<file path="src/rtl/arb_pkg.sv">
// arb_pkg: shared constants for the dual-core bus arbiter (core indices, burst default, widths).
package arb_pkg;
  localparam logic CORE0 = 1'b0;
  localparam logic CORE1 = 1'b1;
  localparam int DEF_MAX_BURST = 4;
  localparam int BYTE_W = 8;
  localparam int CNT_W = 4;
endpackage

</file>
<file path="src/rtl/arb_stats_counter.sv">
// arb_stats_counter: wrapping W-bit event counter (clk, reset, i_en -> o_count); only built with ARB_STATS_EN.
`ifdef ARB_STATS_EN
module arb_stats_counter #(
  parameter int W = 32
) (
  input  logic         clk,
  input  logic         reset,
  input  logic         i_en,
  output logic [W-1:0] o_count
);
  logic [W-1:0] r_count;
  always_ff @(posedge clk) r_count <= reset ? '0 : r_count + W'(i_en);
  assign o_count = r_count;
endmodule
`endif

</file>
<file path="src/rtl/dual_core_bus_arbiter.sv">
// dual_core_bus_arbiter: round-robin byte-memory arbiter for two cores with burst ownership.
// Ports: clk/reset (sync, active-high); per core reqN/weN/addrN/wdataN in, grantN out;
// memory side mem_addr/mem_wdata/mem_we/mem_re out, mem_rdata in, rdata broadcast back.
// ARB_STATS_EN adds gcount0/gcount1 (granted cycles) and wait0/wait1 (stalled request cycles).
module dual_core_bus_arbiter
  import arb_pkg::*;
#(
  parameter int AW        = 32,
  parameter int MAX_BURST = DEF_MAX_BURST
) (
  input  logic              clk,
  input  logic              reset,
`ifdef ARB_STATS_EN
  output logic [31:0]       gcount0,
  output logic [31:0]       gcount1,
  output logic [31:0]       wait0,
  output logic [31:0]       wait1,
`endif
  input  logic              req0,
  input  logic              we0,
  input  logic [AW-1:0]     addr0,
  input  logic [BYTE_W-1:0] wdata0,
  input  logic              req1,
  input  logic              we1,
  input  logic [AW-1:0]     addr1,
  input  logic [BYTE_W-1:0] wdata1,
  output logic              grant0,
  output logic              grant1,
  output logic [BYTE_W-1:0] rdata,
  output logic [AW-1:0]     mem_addr,
  output logic [BYTE_W-1:0] mem_wdata,
  output logic              mem_we,
  output logic              mem_re,
  input  logic [BYTE_W-1:0] mem_rdata
);
  localparam logic [CNT_W-1:0] MB = CNT_W'(MAX_BURST);
  logic             r_owner_vld, r_owner, r_last;
  logic [CNT_W-1:0] r_cnt;
  logic             w_own_keep, w_win_vld, w_win, w_win_we;
  // The owner keeps the bus only while still requesting and within its burst budget;
  // otherwise contention alternates away from the last granted core.
  always_comb begin
    w_own_keep = r_owner_vld && (r_owner == CORE1 ? req1 : req0) && (r_cnt < MB);
    w_win_vld  = !reset && (req0 || req1);
    w_win      = w_own_keep ? r_owner : (req0 && req1) ? ~r_last : (req1 ? CORE1 : CORE0);
    w_win_we   = (w_win == CORE1) ? we1 : we0;
  end
  assign grant0    = w_win_vld && (w_win == CORE0);
  assign grant1    = w_win_vld && (w_win == CORE1);
  assign mem_addr  = !w_win_vld ? '0 : (w_win == CORE1) ? addr1 : addr0;
  assign mem_wdata = !w_win_vld ? '0 : (w_win == CORE1) ? wdata1 : wdata0;
  assign mem_we    = w_win_vld && w_win_we;
  assign mem_re    = w_win_vld && !w_win_we;
  assign rdata     = mem_rdata;
  // Losing the bus for any reason (including exhausting the burst) restarts the tenure count at 1.
  always_ff @(posedge clk) begin
    if (reset) begin
      r_owner_vld <= 1'b0;
      r_owner     <= CORE0;
      r_last      <= CORE1;
      r_cnt       <= '0;
    end else if (w_win_vld) begin
      r_owner_vld <= 1'b1;
      r_owner     <= w_win;
      r_last      <= w_win;
      r_cnt       <= w_own_keep ? r_cnt + 1'b1 : CNT_W'(1);
    end else begin
      r_owner_vld <= 1'b0;
      r_cnt       <= '0;
    end
  end
`ifdef ARB_STATS_EN
  arb_stats_counter #(.W(32)) u_gcount0 (.clk(clk), .reset(reset), .i_en(grant0),          .o_count(gcount0));
  arb_stats_counter #(.W(32)) u_gcount1 (.clk(clk), .reset(reset), .i_en(grant1),          .o_count(gcount1));
  arb_stats_counter #(.W(32)) u_wait0   (.clk(clk), .reset(reset), .i_en(req0 && !grant0), .o_count(wait0));
  arb_stats_counter #(.W(32)) u_wait1   (.clk(clk), .reset(reset), .i_en(req1 && !grant1), .o_count(wait1));
`endif
endmodule

</file>
<file path="config.mk">
export PLATFORM = sky130hd
export DESIGN_NAME = dual_core_bus_arbiter
export DESIGN_NICKNAME = d
export VERILOG_FILES = /design/src/rtl/arb_pkg.sv /design/src/rtl/arb_stats_counter.sv /design/src/rtl/dual_core_bus_arbiter.sv
export SDC_FILE = /design/constraint.sdc
export NUM_CORES = 1
export LEC_CHECK = 0
export CORE_MARGIN = 2
export CORE_UTILIZATION = 29
export CTS_CLUSTER_SIZE = 12
export DETAILED_ROUTE_END_ITERATION = 12
export PLACE_DENSITY_LB_ADDON = 0.1
export SETUP_SLACK_MARGIN = 0.05
export SYNTH_ARGS = -nofsm -noshare
export SYNTH_HDL_FRONTEND = slang
export SYNTH_SLANG_ARGS = --single-unit
</file>
<file path="constraint.sdc">
create_clock -name clk -period 3.1 [get_ports clk]
set_input_delay 0.62 -clock clk [delete_from_list [all_inputs] [get_ports clk]]
set_output_delay 0.62 -clock clk [all_outputs]
set_load 0.03 [all_outputs]
</file>
==> results of run 1 <==
-- flip-flops by register name, indices dropped and copies added (netlist names) --
name / cells
r_owner_vld: 1
r_owner: 1
r_cnt: 4
r_last: 1
-- final cells by class --
type	instances	area [µm²]	share of cell area
multi-input cells	149	820	0.344
well taps	50	62.6	0.0262
inverters	1	3.75	0.00157
repair buffers	140	1310	0.551
flip-flops and latches	7	140	0.0588
clock buffers	4	45.0	0.0189
-- layer usage --
| metal | routed length (µm) | up-vias | track usage |
|---|---|---|---|
| li1 | - | 902 | - |
| met1 | 1910 | 825 | 0.213 |
| met2 | 2530 | 83 | 0.379 |
| met3 | 485 | 5 | 0.0378 |
| met4 | 35 | 0 | 0.0425 |
| met5 | 0 | - | 0 |
-- per-stage QoR --
stage / instance area, µm² / utilization / hold slack, ns / worst slack (ns) / cells
floorplan: 1180 / - / 0.415 / 0.469 / 188
detailed placement: 2340 / 0.589 / 0.441 / 0.155 / 347
finish: 2380 / 0.601 / 0.442 / 0.143 / 351
global placement: 2340 / 0.589 / 0.438 / 0.193 / 347
CTS: 2380 / 0.601 / 0.447 / 0.157 / 351
global route: 2380 / 0.601 / 0.464 / 0.0570 / 351
-- placed cells by master, fill, tap and decap left out, types with 3 or more instances in the layout --
cell,netlist,final
sky130_fd_sc_hd__clkdlybuf4s50_1,0,85
sky130_fd_sc_hd__buf_4,8,51
sky130_fd_sc_hd__nand3_1,43,43
sky130_fd_sc_hd__a21oi_1,42,42
sky130_fd_sc_hd__o21ai_1,29,29
sky130_fd_sc_hd__o21ai_0,13,13
sky130_fd_sc_hd__dfxtp_1,7,7
sky130_fd_sc_hd__and3_1,4,4
sky130_fd_sc_hd__nor2_1,4,4
sky130_fd_sc_hd__buf_12,0,4
sky130_fd_sc_hd__clkbuf_8,0,3
-- worst min path at each step --
stage | from | to | slack, ns | depth (start not counted)
2_1_floorplan | r_cnt[0] | r_cnt[0] | 0.42 | 1
3_3_place_gp | r_cnt[0] | r_cnt[0] | 0.44 | 1
3_5_place_dp | r_cnt[0] | r_cnt[0] | 0.44 | 1
4_1_cts | r_cnt[0] | r_cnt[0] | 0.45 | 1
5_1_grt | r_cnt[0] | r_cnt[0] | 0.46 | 1
6_report | r_cnt[0] | r_cnt[0] | 0.44 | 1
-- cell families after synthesis --
family / after synthesis / share of synthesized area
adder cells (fa/ha/maj): 1 / 0.0106
multiplexers: 1 / 0.0190
AO/OA/AOI/OAI: 88 / 0.402
other: 1 / 0.00317
flip-flops: 7 / 0.119
AND/OR/NAND/NOR: 57 / 0.251
buffers and inverters: 32 / 0.188
XOR/XNOR: 1 / 0.00741
-- power by group --
group	internal [µW]	switching [µW]	total, µW
logic	199	190	389
clock network	88.9	38.7	128
registers	95.1	3.08	98.2
total	383	231	614
-- worst max-delay path: stages --
cell	delay, ns
sky130_fd_sc_hd__clkdlybuf4s50_1	0.65
sky130_fd_sc_hd__mux2i_4	0.15
sky130_fd_sc_hd__o211a_4	0.27
sky130_fd_sc_hd__buf_12	0.16
sky130_fd_sc_hd__o21ai_1	0.16
sky130_fd_sc_hd__and3_1	0.17
sky130_fd_sc_hd__buf_4	0.15
==> reports/qor.yml, run 1 <==
sta:
  setup_tns_ns: 0
  setup_repair_after_global_routing_missed_its_margin: "no"
  timing.final.max_slew_violations: 0
  setup_violations: 0
  fin_crit_ns: 2.96
  timing.final.crit_share: 0.954
  worst_clock_skew_ns: 0.00483
  finalHoldViolations: 0
  max_freq_mhz: 338
synth:
  synthesis.instances: 188
  synth_fp_nets: 283
  mappedNetlistArea_um2: 1180
  ys_seq_area_frac: 0.119
  syn_avg_cell_area_um2: 6.29
  ys.flop_type: "sky130_fd_sc_hd__dfxtp_1"
  cell_taking_the_most_area_after_synthesis: "sky130_fd_sc_hd__nand3_1"
  ys_top_cells_by_area: "sky130_fd_sc_hd__nand3_1 18%, sky130_fd_sc_hd__a21oi_1 18%, sky130_fd_sc_hd__o21ai_1 12%, sky130_fd_sc_hd__dfxtp_1 12%, sky130_fd_sc_hd__buf_6 7.6%"
  edff_count_synth: 0
  yosys-top-cells-count: "43 x sky130_fd_sc_hd__nand3_1, 42 x sky130_fd_sc_hd__a21oi_1, 29 x sky130_fd_sc_hd__o21ai_1"
  synth.yosys.warnings: 0
  synth.most_common_cell: "sky130_fd_sc_hd__nand3_1"
  post-synth-top-area-fraction: 0.182
  post_synth_num_cell_types: 27
  synth_seq_cells: 7
  postSynth.asyncResetShare: 0
placement:
  buffer_ports.inserted: 129
  dp_hpwl_um: 3650
  gpl.final_weighted_congestion: 0.723
cells_and_area:
  design.final.nets: 397
  fillerInstances: 391
  drive_gt1_frac: 0.209
  n_antenna_cell: 0
  areaGrowthSynthToFinish_pct: 102
worst_setup_path:
  critPathLaunch: "req1"
  timing.critical_path.to: "mem_re"
  reg2reg_setup_slack_ns: 1.59
  ff2ff_path_depth: 5
  r2r-start: "r_cnt[2]"
  worstSetupEndpointType: "output pin"
  timing_worst_setup_path_type: "in2out"
  crit_path_start_kind: "input port"
  reg2reg_to: "r_owner"
  critical_path.max_fanout: 24
  timing.critical_path.required_ns: 2.48
  worstPathArrival_ns: 2.34
floorplanning:
  fp.coreArea_um2: 3970
  ios: 146
  rows: 23
  chipWidth_um: 67.9
  fp.dieH_um: 67.9
  starting_density: 0.298
  dieArea_um2: 4600
drt:
  detail_routed_via_count_per_cell: 5.17
  detailroute.via_count: 1815
  post_route_wl_um: 4960
  dr.pass1.iters: 4
  route.detailed.drc: 0
  drt-initial-drc-count: 102
  wire_per_inst_um: 14.1
  antenna_left: 0
grt:
  grt.overflow.total: 0
  grt_util_all_layers: 0.193
  via_count_of_the_first_global_routing_pass: 1561
  grt_first_pass_wirelength_um: 7020
  antenna_found_initial: 0
  grt_max_degree: 42
clock_network:
  clockBufferDepth: 2
  cts_tree: "built"
  h_tree_depth: 1
  cts_resized: 0
  clock-sinks: 7
  clock_pin_slew_on_the_worst_setup_and_hold_paths_ns: 0.04
  clk-insertion-delay-late_ns: 0.23
  post_cts_hold_buffer_count: 0
  post-cts-setup-buffer-count: 0
  numCtsBuffers: 3
  clock_tree.root_cell: "sky130_fd_sc_hd__clkbuf_8"
power_and_ir_drop:
  vdd_drop_max_mv: 0.249
  cellLeakagePower_uw: 0.00101
  post-layout-total-power_uw: 614
  power_density_nw_per_um2: 258
hold_path:
  hp-class: "reg2reg"
status:
  run_status: "completed"
job:
  maxCapViolations: 0
Note: power is estimated with default switching activity, not from simulation.
==> inputs of run 2 (changes only) <==
--- a/config.mk
+++ b/config.mk
@@ -9,6 +9,7 @@
 export CORE_UTILIZATION = 29
 export CTS_CLUSTER_SIZE = 12
 export DETAILED_ROUTE_END_ITERATION = 12
+export GPL_TIMING_DRIVEN = 0
 export PLACE_DENSITY_LB_ADDON = 0.1
 export SETUP_SLACK_MARGIN = 0.05
 export SYNTH_ARGS = -nofsm -noshare
==> run 2 against run 1 <==
Net effect:
- combinational power up 3%
- critical path depth unchanged
- maximum frequency grew 0.57%
- clock power is 3% higher
- flip-flop and latch count unchanged
- largest power group unchanged
- power grew 2.4%
- critical endpoint is now mem_addr[3]
- core utilization is 1.8 points higher
- highest routed layer unchanged
==> reports/qor.yml, run 2 (synthesized netlist as in run 1, its figures left out) <==
clock_network:
  clockBufferDepth: 2
  post_cts_hold_buffer_count: 0
  clk-insertion-delay-late_ns: 0.23
  clock-sinks: 7
  cts_tree: "built"
  clock_tree.root_cell: "sky130_fd_sc_hd__clkbuf_8"
  h_tree_depth: 1
  numCtsBuffers: 3
  clock_pin_slew_on_the_worst_setup_and_hold_paths_ns: 0.05
grt:
  antenna_found_initial: 0
  grt_util_all_layers: 0.213
  grt_max_degree: 11
  grt.overflow.total: 0
  grt_first_pass_wirelength_um: 7850
  via_count_of_the_first_global_routing_pass: 1786
worst_setup_path:
  timing.critical_path.required_ns: 2.48
  worstPathBufferInverterCount: 4
  cp_cell_instances: "clkdlybuf4s50_1, nor2_1, or2_2, buf_2, buf_2, a21oi_1, clkdlybuf4s15_2"
  worstSetupEndpointType: "output pin"
  reg2reg_setup_slack_ns: 1.50
  cp_max_stage_cell: "sky130_fd_sc_hd__clkdlybuf4s50_1"
  crit_top_cell: "sky130_fd_sc_hd__buf_2"
  worstPathArrival_ns: 2.32
  ff2ff_path_depth: 6
  r2r-start: "r_cnt[2]"
  reg2reg_to: "r_owner"
  worst_path_largest_cell_delay_ns: 0.54
  timing_worst_setup_path_type: "in2out"
  crit_path_start_kind: "input port"
  critical_path.max_fanout: 10
  cpLargestDelayFamily: "buffers and inverters"
sta:
  max_freq_mhz: 340
  timing.final.max_slew_violations: 0
  finalHoldViolations: 0
  timing.final.crit_share: 0.949
  setup_repair_after_global_routing_missed_its_margin: "no"
  setup_violations: 0
  fin_crit_ns: 2.94
  worst_hold_slack_ns: 0.436
  worst_clock_skew_ns: 0.00511
  setup_tns_ns: 0
floorplanning:
  rows: 23
  chipWidth_um: 67.9
  ios: 146
  fp.coreArea_um2: 3970
  fp.dieH_um: 67.9
  dieArea_um2: 4600
  starting_density: 0.298
placement:
  dp_hpwl_um: 4020
  buffer_ports.inserted: 136
  placed_cell_area_um2: 2610
  post-place-cells: 374
  gpl.final_weighted_congestion: 0.740
cells_and_area:
  final_common_cell: "sky130_fd_sc_hd__clkdlybuf4s50_1"
  areaGrowthSynthToFinish_pct: 108
  largest_register_ffs: 4
  fin_cells: 378
  final_design_area_no_fill_um2: 2460
  drive_gt1_frac: 0.247
  design.final.nets: 424
  layout_common_cells: "92 x sky130_fd_sc_hd__clkdlybuf4s50_1, 47 x sky130_fd_sc_hd__buf_2, 43 x sky130_fd_sc_hd__nand3_1, 42 x sky130_fd_sc_hd__a21oi_1, 29 x sky130_fd_sc_hd__o21ai_1"
  n_antenna_cell: 0
  top_register: "r_cnt"
hold_path:
  worst_hold_startpoint: "r_cnt[0]"
  min_delay_path_depth: 1
  hp-class: "reg2reg"
  timing.hold.worst_endpoint: "r_cnt[0]"
power_and_ir_drop:
  power_density_nw_per_um2: 256
  vdd_drop_max_mv: 0.217
  post-layout-total-power_uw: 629
  cellLeakagePower_uw: 0.00111
drt:
  drt-initial-drc-count: 70
  dr.pass1.iters: 4
  detail_routed_via_count_per_cell: 4.96
  detailroute.via_count: 1873
  wire_per_inst_um: 13.8
  antenna_left: 0
  post_route_wl_um: 5230
  route.detailed.drc: 0
job:
  maxCapViolations: 0
status:
  run_status: "completed"
[run 2: cell types whose count changed in the layout (fill, tap and decap cells not counted), sizes merged]
| cell | delta |
|---|---|
| clkdlybuf4s15 | +1 |
| dlygate4sd2 | +2 |
| clkinv | +1 |
| buf | +8 |
| clkdlybuf4s18 | +1 |
| clkdlybuf4s50 | +7 |
| clkbuf | +7 |
[run 2: how the worst max path moves through the flow]
stage | start | end | slack [ns] | cells past startpoint
5_1_grt | req0 | mem_addr[2] | 0.05 | 7
4_1_cts | req0 | mem_addr[17] | 0.05 | 7
3_3_place_gp | req0 | mem_addr[18] | -0.36 | 7
6_report | req0 | mem_addr[3] | 0.16 | 7
3_5_place_dp | req0 | mem_addr[15] | -0.35 | 7
2_1_floorplan | req1 | grant0 | 0.47 | 5
[run 2: what timing repair did]
| item | in CTS | in global routing |
|---|---|---|
| buffers inserted | 0 | 0 |
| gates resized for setup | 125 | 86 |
| cloned | 0 | 0 |
| endpoints found under the setup margin | 44 | 42 |
[run 2: power by group]
part / switching [µW] / total (µW) / internal (µW)
Sequential: 3.06 / 98.0 / 95.0
Clock: 44.5 / 132 / 87.4
Combinational: 204 / 399 / 196
[run 2: area by class of cell]
type	count	area [µm²]
tap	50	62.6
inverter	1	3.75
clock buffer	3	41.3
multi-input combinational	149	820
timing repair buffer	136	1160
buffer	31	224
fill	405	1520
clock inverter	1	5.00
sequential	7	140
[run 2: routing by layer]
layer / GRT usage / vias up / share of wire
met5: 0 / - / 0
met4: 0.0675 / 0 / 0.014
met3: 0.0559 / 7 / 0.10
met2: 0.387 / 85 / 0.49
met1: 0.241 / 823 / 0.39
li1: - / 958 / -
[run 2: per-stage QoR]
step	setup slack (ns)	util
after detailed placement	-0.345	0.656
after CTS	0.0508	0.680
after global placement	-0.360	0.656
after global routing	0.0543	0.618
after floorplan	0.469	-
final	0.160	0.618
